`src/rtl/buff_pkg.sv`:
```
// Shared buff types, description bitmap geometry and overlay state encoding.
// Imported by the overlay top, its frame timer and the description drawer.
package buff_pkg;

    typedef enum logic [1:0] {
        ATTACK  = 2'd0,
        DEFENSE = 2'd1,
        HEAL    = 2'd2
    } buff_t;

    typedef enum logic {
        IDLE    = 1'b0,
        SHOWING = 1'b1
    } overlay_state_t;

    localparam int          BUFF_DESC_W = 92;
    localparam int          BUFF_DESC_H = 42;
    localparam logic [23:0] KEY_COLOR   = 24'hFF00FF;

    // Code 3 is not a real buff; it folds onto HEAL.
    function automatic buff_t to_buff(input logic [1:0] code);
        return (code == 2'd3) ? HEAL : buff_t'(code);
    endfunction

endpackage

```
`src/rtl/buff_desc_overlay_if.sv`:
```
// Pixel-stream, request and drawer signals of the buff description overlay.
// master = pixel source / game logic / drawer side, slave = overlay.
interface buff_desc_overlay_if;
    logic        show_req;
    logic [1:0]  buff_type_in;
    logic [9:0]  hcount;
    logic [9:0]  vcount;
    logic [23:0] bg_rgb;
    logic [6:0]  desc_x;
    logic [6:0]  desc_y;
    logic [1:0]  desc_type;
    logic [23:0] desc_rgb;
    logic [23:0] out_rgb;
    logic        visible;

    modport master (
        output show_req, buff_type_in, hcount, vcount, bg_rgb, desc_rgb,
        input  desc_x, desc_y, desc_type, out_rgb, visible
    );

    modport slave (
        input  show_req, buff_type_in, hcount, vcount, bg_rgb, desc_rgb,
        output desc_x, desc_y, desc_type, out_rgb, visible
    );
endinterface

```
`src/rtl/buff_desc_timer.sv`:
```
// Frame-boundary request latch and visibility timer for the description box.
// State and type change only on the frame-boundary cycle; no backpressure.
module buff_desc_timer
    import buff_pkg::*;
#(
    parameter int SHOW_FRAMES = 120,
    parameter int V_ACTIVE    = 480
) (
    input  logic       vga_clk,
    input  logic       reset,
    input  logic       show_req,
    input  logic [1:0] buff_type_in,
    input  logic [9:0] hcount,
    input  logic [9:0] vcount,
    output logic       visible,
    output buff_t      active_type
);

    localparam int         CNT_W   = $clog2(SHOW_FRAMES + 1);
    localparam logic [9:0] FB_LINE = 10'(V_ACTIVE);

    overlay_state_t   state;
    logic             pending;
    buff_t            pend_type;
    logic [CNT_W-1:0] frame_cnt;
    logic             fb;

    assign fb      = (hcount == 10'd0) && (vcount == FB_LINE);
    assign visible = (state == SHOWING);

    always_ff @(posedge vga_clk) begin
        if (reset) begin
            state       <= IDLE;
            pending     <= 1'b0;
            pend_type   <= ATTACK;
            frame_cnt   <= '0;
            active_type <= ATTACK;
        end else if (fb && (pending || show_req)) begin
            // A request arriving on the boundary cycle itself counts as pending.
            state       <= SHOWING;
            active_type <= show_req ? to_buff(buff_type_in) : pend_type;
            frame_cnt   <= CNT_W'(SHOW_FRAMES);
            pending     <= 1'b0;
        end else begin
            if (show_req) begin
                pending   <= 1'b1;
                pend_type <= to_buff(buff_type_in);
            end
            case (state)
                IDLE: ;
                SHOWING: begin
                    if (fb) begin
                        if (frame_cnt == CNT_W'(1))
                            state <= IDLE;
                        else
                            frame_cnt <= frame_cnt - CNT_W'(1);
                    end
                end
                default: state <= IDLE;
            endcase
        end
    end

    show_frames_nonzero: assert property (@(posedge vga_clk) SHOW_FRAMES != 0);

endmodule

```
`src/rtl/buff_desc_overlay.sv`:
```
// Buff description box overlay: drives drawer coordinates and composites its pixel.
// Latency 3 cycles bg_rgb -> out_rgb, constant in all regions; no backpressure.
module buff_desc_overlay
    import buff_pkg::*;
#(
    parameter int BOX_X       = 274,
    parameter int BOX_Y       = 40,
    parameter int BOX_W       = BUFF_DESC_W,
    parameter int BOX_H       = BUFF_DESC_H,
    parameter int SHOW_FRAMES = 120,
    parameter int V_ACTIVE    = 480
) (
    input  logic                vga_clk,
    input  logic                reset,
    buff_desc_overlay_if.slave  bus
);

    localparam logic [9:0] X_LO = 10'(BOX_X);
    localparam logic [9:0] X_HI = 10'(BOX_X + BOX_W);
    localparam logic [9:0] Y_LO = 10'(BOX_Y);
    localparam logic [9:0] Y_HI = 10'(BOX_Y + BOX_H);

    logic        showing;
    buff_t       act_type;
    logic        in_box_c;
    logic        in_box_d1, in_box_d2;
    logic [23:0] bg_d1, bg_d2;

    buff_desc_timer #(
        .SHOW_FRAMES (SHOW_FRAMES),
        .V_ACTIVE    (V_ACTIVE)
    ) u_timer (
        .vga_clk      (vga_clk),
        .reset        (reset),
        .show_req     (bus.show_req),
        .buff_type_in (bus.buff_type_in),
        .hcount       (bus.hcount),
        .vcount       (bus.vcount),
        .visible      (showing),
        .active_type  (act_type)
    );

    assign bus.visible   = showing;
    assign bus.desc_type = act_type;

    // Uses the state seen in the same cycle as the pixel coordinates.
    assign in_box_c = showing
                   && (bus.hcount >= X_LO) && (bus.hcount < X_HI)
                   && (bus.vcount >= Y_LO) && (bus.vcount < Y_HI);

    always_ff @(posedge vga_clk) begin
        if (reset) begin
            in_box_d1   <= 1'b0;
            in_box_d2   <= 1'b0;
            bg_d1       <= '0;
            bg_d2       <= '0;
            bus.desc_x  <= '0;
            bus.desc_y  <= '0;
            bus.out_rgb <= '0;
        end else begin
            in_box_d1  <= in_box_c;
            bg_d1      <= bus.bg_rgb;
            bus.desc_x <= in_box_c ? 7'(bus.hcount - X_LO) : 7'd0;
            bus.desc_y <= in_box_c ? 7'(bus.vcount - Y_LO) : 7'd0;
            // Drawer answers during this stage; bg and in_box wait alongside it.
            in_box_d2  <= in_box_d1;
            bg_d2      <= bg_d1;
            bus.out_rgb <= (in_box_d2 && (bus.desc_rgb != KEY_COLOR)) ? bus.desc_rgb : bg_d2;
        end
    end

    box_x_fits: assert property (@(posedge vga_clk) (BOX_X + BOX_W) <= 640);
    box_y_fits: assert property (@(posedge vga_clk) (BOX_Y + BOX_H) <= V_ACTIVE);

endmodule
```
`src/flat_wrapper.sv`:
```
// flat-port wrapper written by rule: the top's interface ports become plain ports
module buff_desc_overlay_flat import buff_pkg::*;
#(
    parameter int BOX_X       = 274,
    parameter int BOX_Y       = 40,
    parameter int BOX_W       = BUFF_DESC_W,
    parameter int BOX_H       = BUFF_DESC_H,
    parameter int SHOW_FRAMES = 120,
    parameter int V_ACTIVE    = 480
)
  (vga_clk, reset, bus_show_req, bus_buff_type_in, bus_hcount, bus_vcount, bus_bg_rgb, bus_desc_rgb, bus_desc_x, bus_desc_y, bus_desc_type, bus_out_rgb, bus_visible);
  buff_desc_overlay_if bus_i ();
  input  logic vga_clk;
  input  logic reset;
  input wire logic [$bits(bus_i.show_req)-1:0] bus_show_req;
  input wire logic [$bits(bus_i.buff_type_in)-1:0] bus_buff_type_in;
  input wire logic [$bits(bus_i.hcount)-1:0] bus_hcount;
  input wire logic [$bits(bus_i.vcount)-1:0] bus_vcount;
  input wire logic [$bits(bus_i.bg_rgb)-1:0] bus_bg_rgb;
  input wire logic [$bits(bus_i.desc_rgb)-1:0] bus_desc_rgb;
  output wire logic [$bits(bus_i.desc_x)-1:0] bus_desc_x;
  output wire logic [$bits(bus_i.desc_y)-1:0] bus_desc_y;
  output wire logic [$bits(bus_i.desc_type)-1:0] bus_desc_type;
  output wire logic [$bits(bus_i.out_rgb)-1:0] bus_out_rgb;
  output wire logic [$bits(bus_i.visible)-1:0] bus_visible;
  assign bus_i.show_req = bus_show_req;
  assign bus_i.buff_type_in = bus_buff_type_in;
  assign bus_i.hcount = bus_hcount;
  assign bus_i.vcount = bus_vcount;
  assign bus_i.bg_rgb = bus_bg_rgb;
  assign bus_i.desc_rgb = bus_desc_rgb;
  assign bus_desc_x = bus_i.desc_x;
  assign bus_desc_y = bus_i.desc_y;
  assign bus_desc_type = bus_i.desc_type;
  assign bus_out_rgb = bus_i.out_rgb;
  assign bus_visible = bus_i.visible;
  buff_desc_overlay #(.BOX_X(BOX_X), .BOX_Y(BOX_Y), .BOX_W(BOX_W), .BOX_H(BOX_H), .SHOW_FRAMES(SHOW_FRAMES), .V_ACTIVE(V_ACTIVE)) u_core (.vga_clk(vga_clk), .reset(reset), .bus(bus_i));
endmodule
```
`config.mk`:
```
export PLATFORM = sky130hd
export DESIGN_NAME = buff_desc_overlay_flat
export DESIGN_NICKNAME = d
export VERILOG_FILES = /design/src/rtl/buff_pkg.sv /design/src/rtl/buff_desc_overlay_if.sv /design/src/rtl/buff_desc_timer.sv /design/src/rtl/buff_desc_overlay.sv /design/src/flat_wrapper.sv
export SDC_FILE = /design/constraint.sdc
export NUM_CORES = 1
export LEC_CHECK = 0
export CELL_PAD_IN_SITES_DETAIL_PLACEMENT = 1
export CELL_PAD_IN_SITES_GLOBAL_PLACEMENT = 1
export CORE_AREA = 8 8 126 116
export DETAILED_ROUTE_END_ITERATION = 7
export DIE_AREA = 0 0 134 124
export GPL_TIMING_DRIVEN = 1
export HOLD_SLACK_MARGIN = 0.1
export PLACE_DENSITY_LB_ADDON = 0.1
export SLEW_MARGIN = 30
export SYNTH_ARGS = -nofsm -noshare
export SYNTH_HDL_FRONTEND = slang
export SYNTH_SLANG_ARGS = --single-unit
```
`constraint.sdc`:
```
create_clock -name vga_clk -period 1.6 [get_ports vga_clk]
set_input_delay 0.16 -clock vga_clk [delete_from_list [all_inputs] [get_ports vga_clk]]
set_output_delay 0.16 -clock vga_clk [all_outputs]
set_load 0.02 [all_outputs]
```
==> summary.md <==
| Metric | Value |
|---|---|
| Status | `complete, no violations` |
| Core Rows | `39` |
| First-pass GRT wire length | `17.7 mm` |
| DR vias/cell | `4.52` |
| Ant. Diodes | `0` |
| Number of buffers created by CTS | `9` |
| Final Wtd Congestion | `0.839` |
| Max Fclk | `645 MHz` |
| Simple-gate share of the synthesized area | `25.7%` |
| GRT Util Overall | `13.6%` |
| Worst Setup Start Kind | `register` |
| CP required | `1830 ps` |
| Root Driver | `clkbuf_16` |
| Worst-path clk slew | `70 ps` |
| Clock Skew | `7.57 ps` |
| Power per Cell Area | `908 nW/um2` |
| Avg WL per Cell | `15.8 um` |
| Final Power | `0.00544 W` |
| Fraction of the mapped netlist area in adder cells | `1.67%` |
| Worst path slowest cell | `or4_1` |
| Number of global-route vias before repair | `3,474` |
| Synthesized area | `3760 um2` |
| Buffer and inverter count on the worst path | `1` |
| CTS tree | `done` |
| Compound-cell area share of the yosys netlist | `6.69%` |
| Main combinational cell family by area after synthesis | `simple AND/OR/NAND/NOR gates` |
| Initial Utilization | `30.2%` |
| Leakage | `2.36 nW` |
| DRT Pass-1 Iters | `4` |
| Final Hold Fails | `0` |
| Area contributors post-synth | `dfxtp_1, nor2b_1, mux2i_1` |
| Synthesized instance count | `377` |
| Htree depth | `3` |
| DP HPWL | `8.46 mm` |
| Setup TNS | `0 ps` |
| CP top delay family | `simple AND/OR/NAND/NOR gates` |
| IO Pins | `114` |
| Antenna-violating nets left | `0` |
| Worst Path Arrival | `1780 ps` |
| Clk sinks | `101` |
| Overall die height | `124 um` |
| Mux share of post-synthesis cell area | `7.76%` |
| Delay of the slowest critical-path stage | `470 ps` |
| Synth Register Bits | `101` |
| RSZ-0062 raised after global routing | `true` |
| Port bufs | `113` |
| Rel. slew slack | `59.9%` |
| Synth warn | `0` |
| Clock buffer depth | `2` |
| Worst-Margin Slew | `602 ps` |
| Final Slew Violations | `0` |
| Yosys top cell area share | `53.8%` |
| Hold WC Path Type | `primary input to register` |
| Detailed Route WL | `11.2 mm` |
| Via count | `3,199` |
| Worst-path cell chain | `inv_4, ha_4, and3b_2, nand3_1, or4_1, o211a_1` |
| Largest area contributor in the netlist | `dfxtp_1` |
| First DRT Iteration DRCs | `79` |
| Antenna violations before repair | `0` |
| DIE AREA | `16,600 um2` |
| Top_reg_cell synth | `dfxtp_1` |
| Net Count, Synth | `455` |
| Max-cap violations | `0` |
| Post-synth EDFFs | `0` |
| Post-synth ARST share | `0%` |
| Synth unique cells | `51` |
| Area delta synth->final | `59.3%` |
| Pin count of the biggest net entering global routing | `59` |
| XOR/XNOR Fraction of Synth Area | `0.932%` |
| Crit path max fanout | `3` |
| Final Cycle Share | `96.9%` |
| Final setup vio count | `0` |
| Core area | `12,400 um2` |
| Minimum clock period | `1550 ps` |
| Worst setup EP type | `register` |
| Nets | `617` |
| Horiz. Die Dim | `134 um` |
| Maximum vdd drop | `556 uV` |
| Insertion delay to the later sink of the worst-skew pair | `340 ps` |
| Global route overflow | `0` |
| Worst Path Class, Setup | `register to register` |
| Register area share after synthesis | `53.8%` |
| Syn Area/Cell | `9.97 um2` |
| DRC errors left | `0` |
| Layout cells sized above 1 | `19.7%` |
| Fillcell total | `1,398` |
state kept, by name, indices dropped and copies added (netlist names):
register,flops
u_core.bg_d1,24
u_core.bg_d2,24
u_core.bus.out_rgb,24
u_core.bus.desc_x,7
u_core.bus.desc_y,7
u_core.u_timer.frame_cnt,7
u_core.u_timer.active_type,2
u_core.u_timer.pend_type,2
u_core.in_box_d1,1
u_core.in_box_d2,1
u_core.u_timer.pending,1
u_core.u_timer.visible,1
cells in the final DEF (no fill, tap or decap), types with 4 or more instances in the layout:
cell and count:
nor2b_1 50, a211oi_1 4, buf_4 49, clkbuf_16 9, mux2i_1 28, nand2_1 60
dfxtp_1 97, clkdlybuf4s50_1 96, nor3_2 5, inv_1 9, nor3b_1 4, nor2_1 10
dlymetal6s2s_1 12, nand4_1 6, nor3_1 11
metal layers:
metal  share of wire, %  vias to the layer above  GRT usage, %
met5                  0                        -             0
met4                1.0                        0          4.06
met3                6.5                        9          4.88
met2                 48                       72          23.1
met1                 44                     1510          15.9
li1                   -                     1608             -
worst paths after layout:
path,start,to,slack (ps),depth (start not counted)
min,bus_desc_rgb[17],u_core.bus.out_rgb[17],110,3
max reg2reg,u_core.u_timer.frame_cnt[1],u_core.u_timer.frame_cnt[6],50,6
min reg2reg,u_core.bg_d1[6],u_core.bg_d2[6],440,1
max,u_core.u_timer.frame_cnt[1],u_core.u_timer.frame_cnt[6],50,6
synth_stat cells, types with 3 or more instances:
library cell    n
o21ai_1         3
nand4_1         6
mux2i_1        28
o21ai_0         3
nor3b_1         5
nor2_1         10
nor4_1          3
ha_1            5
a21oi_1         3
a211oi_1        7
clkbuf_1       15
nand2_1        61
o211ai_1        3
dfxtp_1       101
nor3_1         15
nor2b_1        50
nand3_1         3
nor4b_1         4
inv_1          11
worst register-to-register path: cells and delay by family, from the launching register on:
kind | cells | cell delay [ps]
adders and majority gates | 1 | 130
AOI/OAI and AO/OA | 1 | 130
buffers and inverters | 1 | 80
and+or+nand+nor | 3 | 740
DFF | 1 | 360
timing repair:
action | CTS | global route
setup buffers | 1 | 6
endpoints found under the setup margin | 38 | 47
gates cloned | 1 | 0
resized for setup | 18 | 39
pin swaps | 5 | 13
hold buffers | 0 | 0
logic make-up (layout without fill, tap and decap cells):
family                   count (synthesis)  in the layout
adder cells (fa/ha/maj)                  5              5
multiplexers                            29             29
buffers and inverters                   30            197
flip-flops                             101            101
XOR/XNOR                                 4              4
AND/OR/NAND/NOR                        175            175
AO/OA/AOI/OAI                           33             33
final cells by class:
| type | instances | area, um2 | area share, % |
|---|---|---|---|
| clock inverter | 7 | 90.1 | 1.50 |
| timing repair buffer | 168 | 1620 | 27.1 |
| multi-input combinational | 246 | 1760 | 29.4 |
| sequential | 101 | 2030 | 33.9 |
| clock buffer | 9 | 225 | 3.76 |
| inverter | 13 | 53.8 | 0.899 |
| tap | 164 | 205 | 3.43 |
per-stage QoR:
| stage | area, um2 | hold slack, ps | worst slack, ps | util, % | cells |
|---|---|---|---|---|---|
| 2_1_floorplan | 3760 | 239 | 6.75 | - | 377 |
| 3_3_place_gp | 5390 | 418 | -436 | 43.3 | 684 |
| 3_5_place_dp | 5390 | 424 | -518 | 43.3 | 684 |
| 4_1_cts | 5800 | 208 | -6.59 | 46.6 | 702 |
| 5_1_grt | 5990 | 129 | -56.6 | 48.1 | 708 |
| 6_report | 5990 | 115 | 50.1 | 48.1 | 708 |
power by group:
group | internal (W) | total [W] | switching [W]
Combinational | 0.000312 | 0.000535 | 0.000224
Clock | 0.00126 | 0.00230 | 0.00104
Sequential | 0.00258 | 0.00260 | 0.0000198
Total | 0.00415 | 0.00544 | 0.00129
Power figures use the tool's default switching activity.
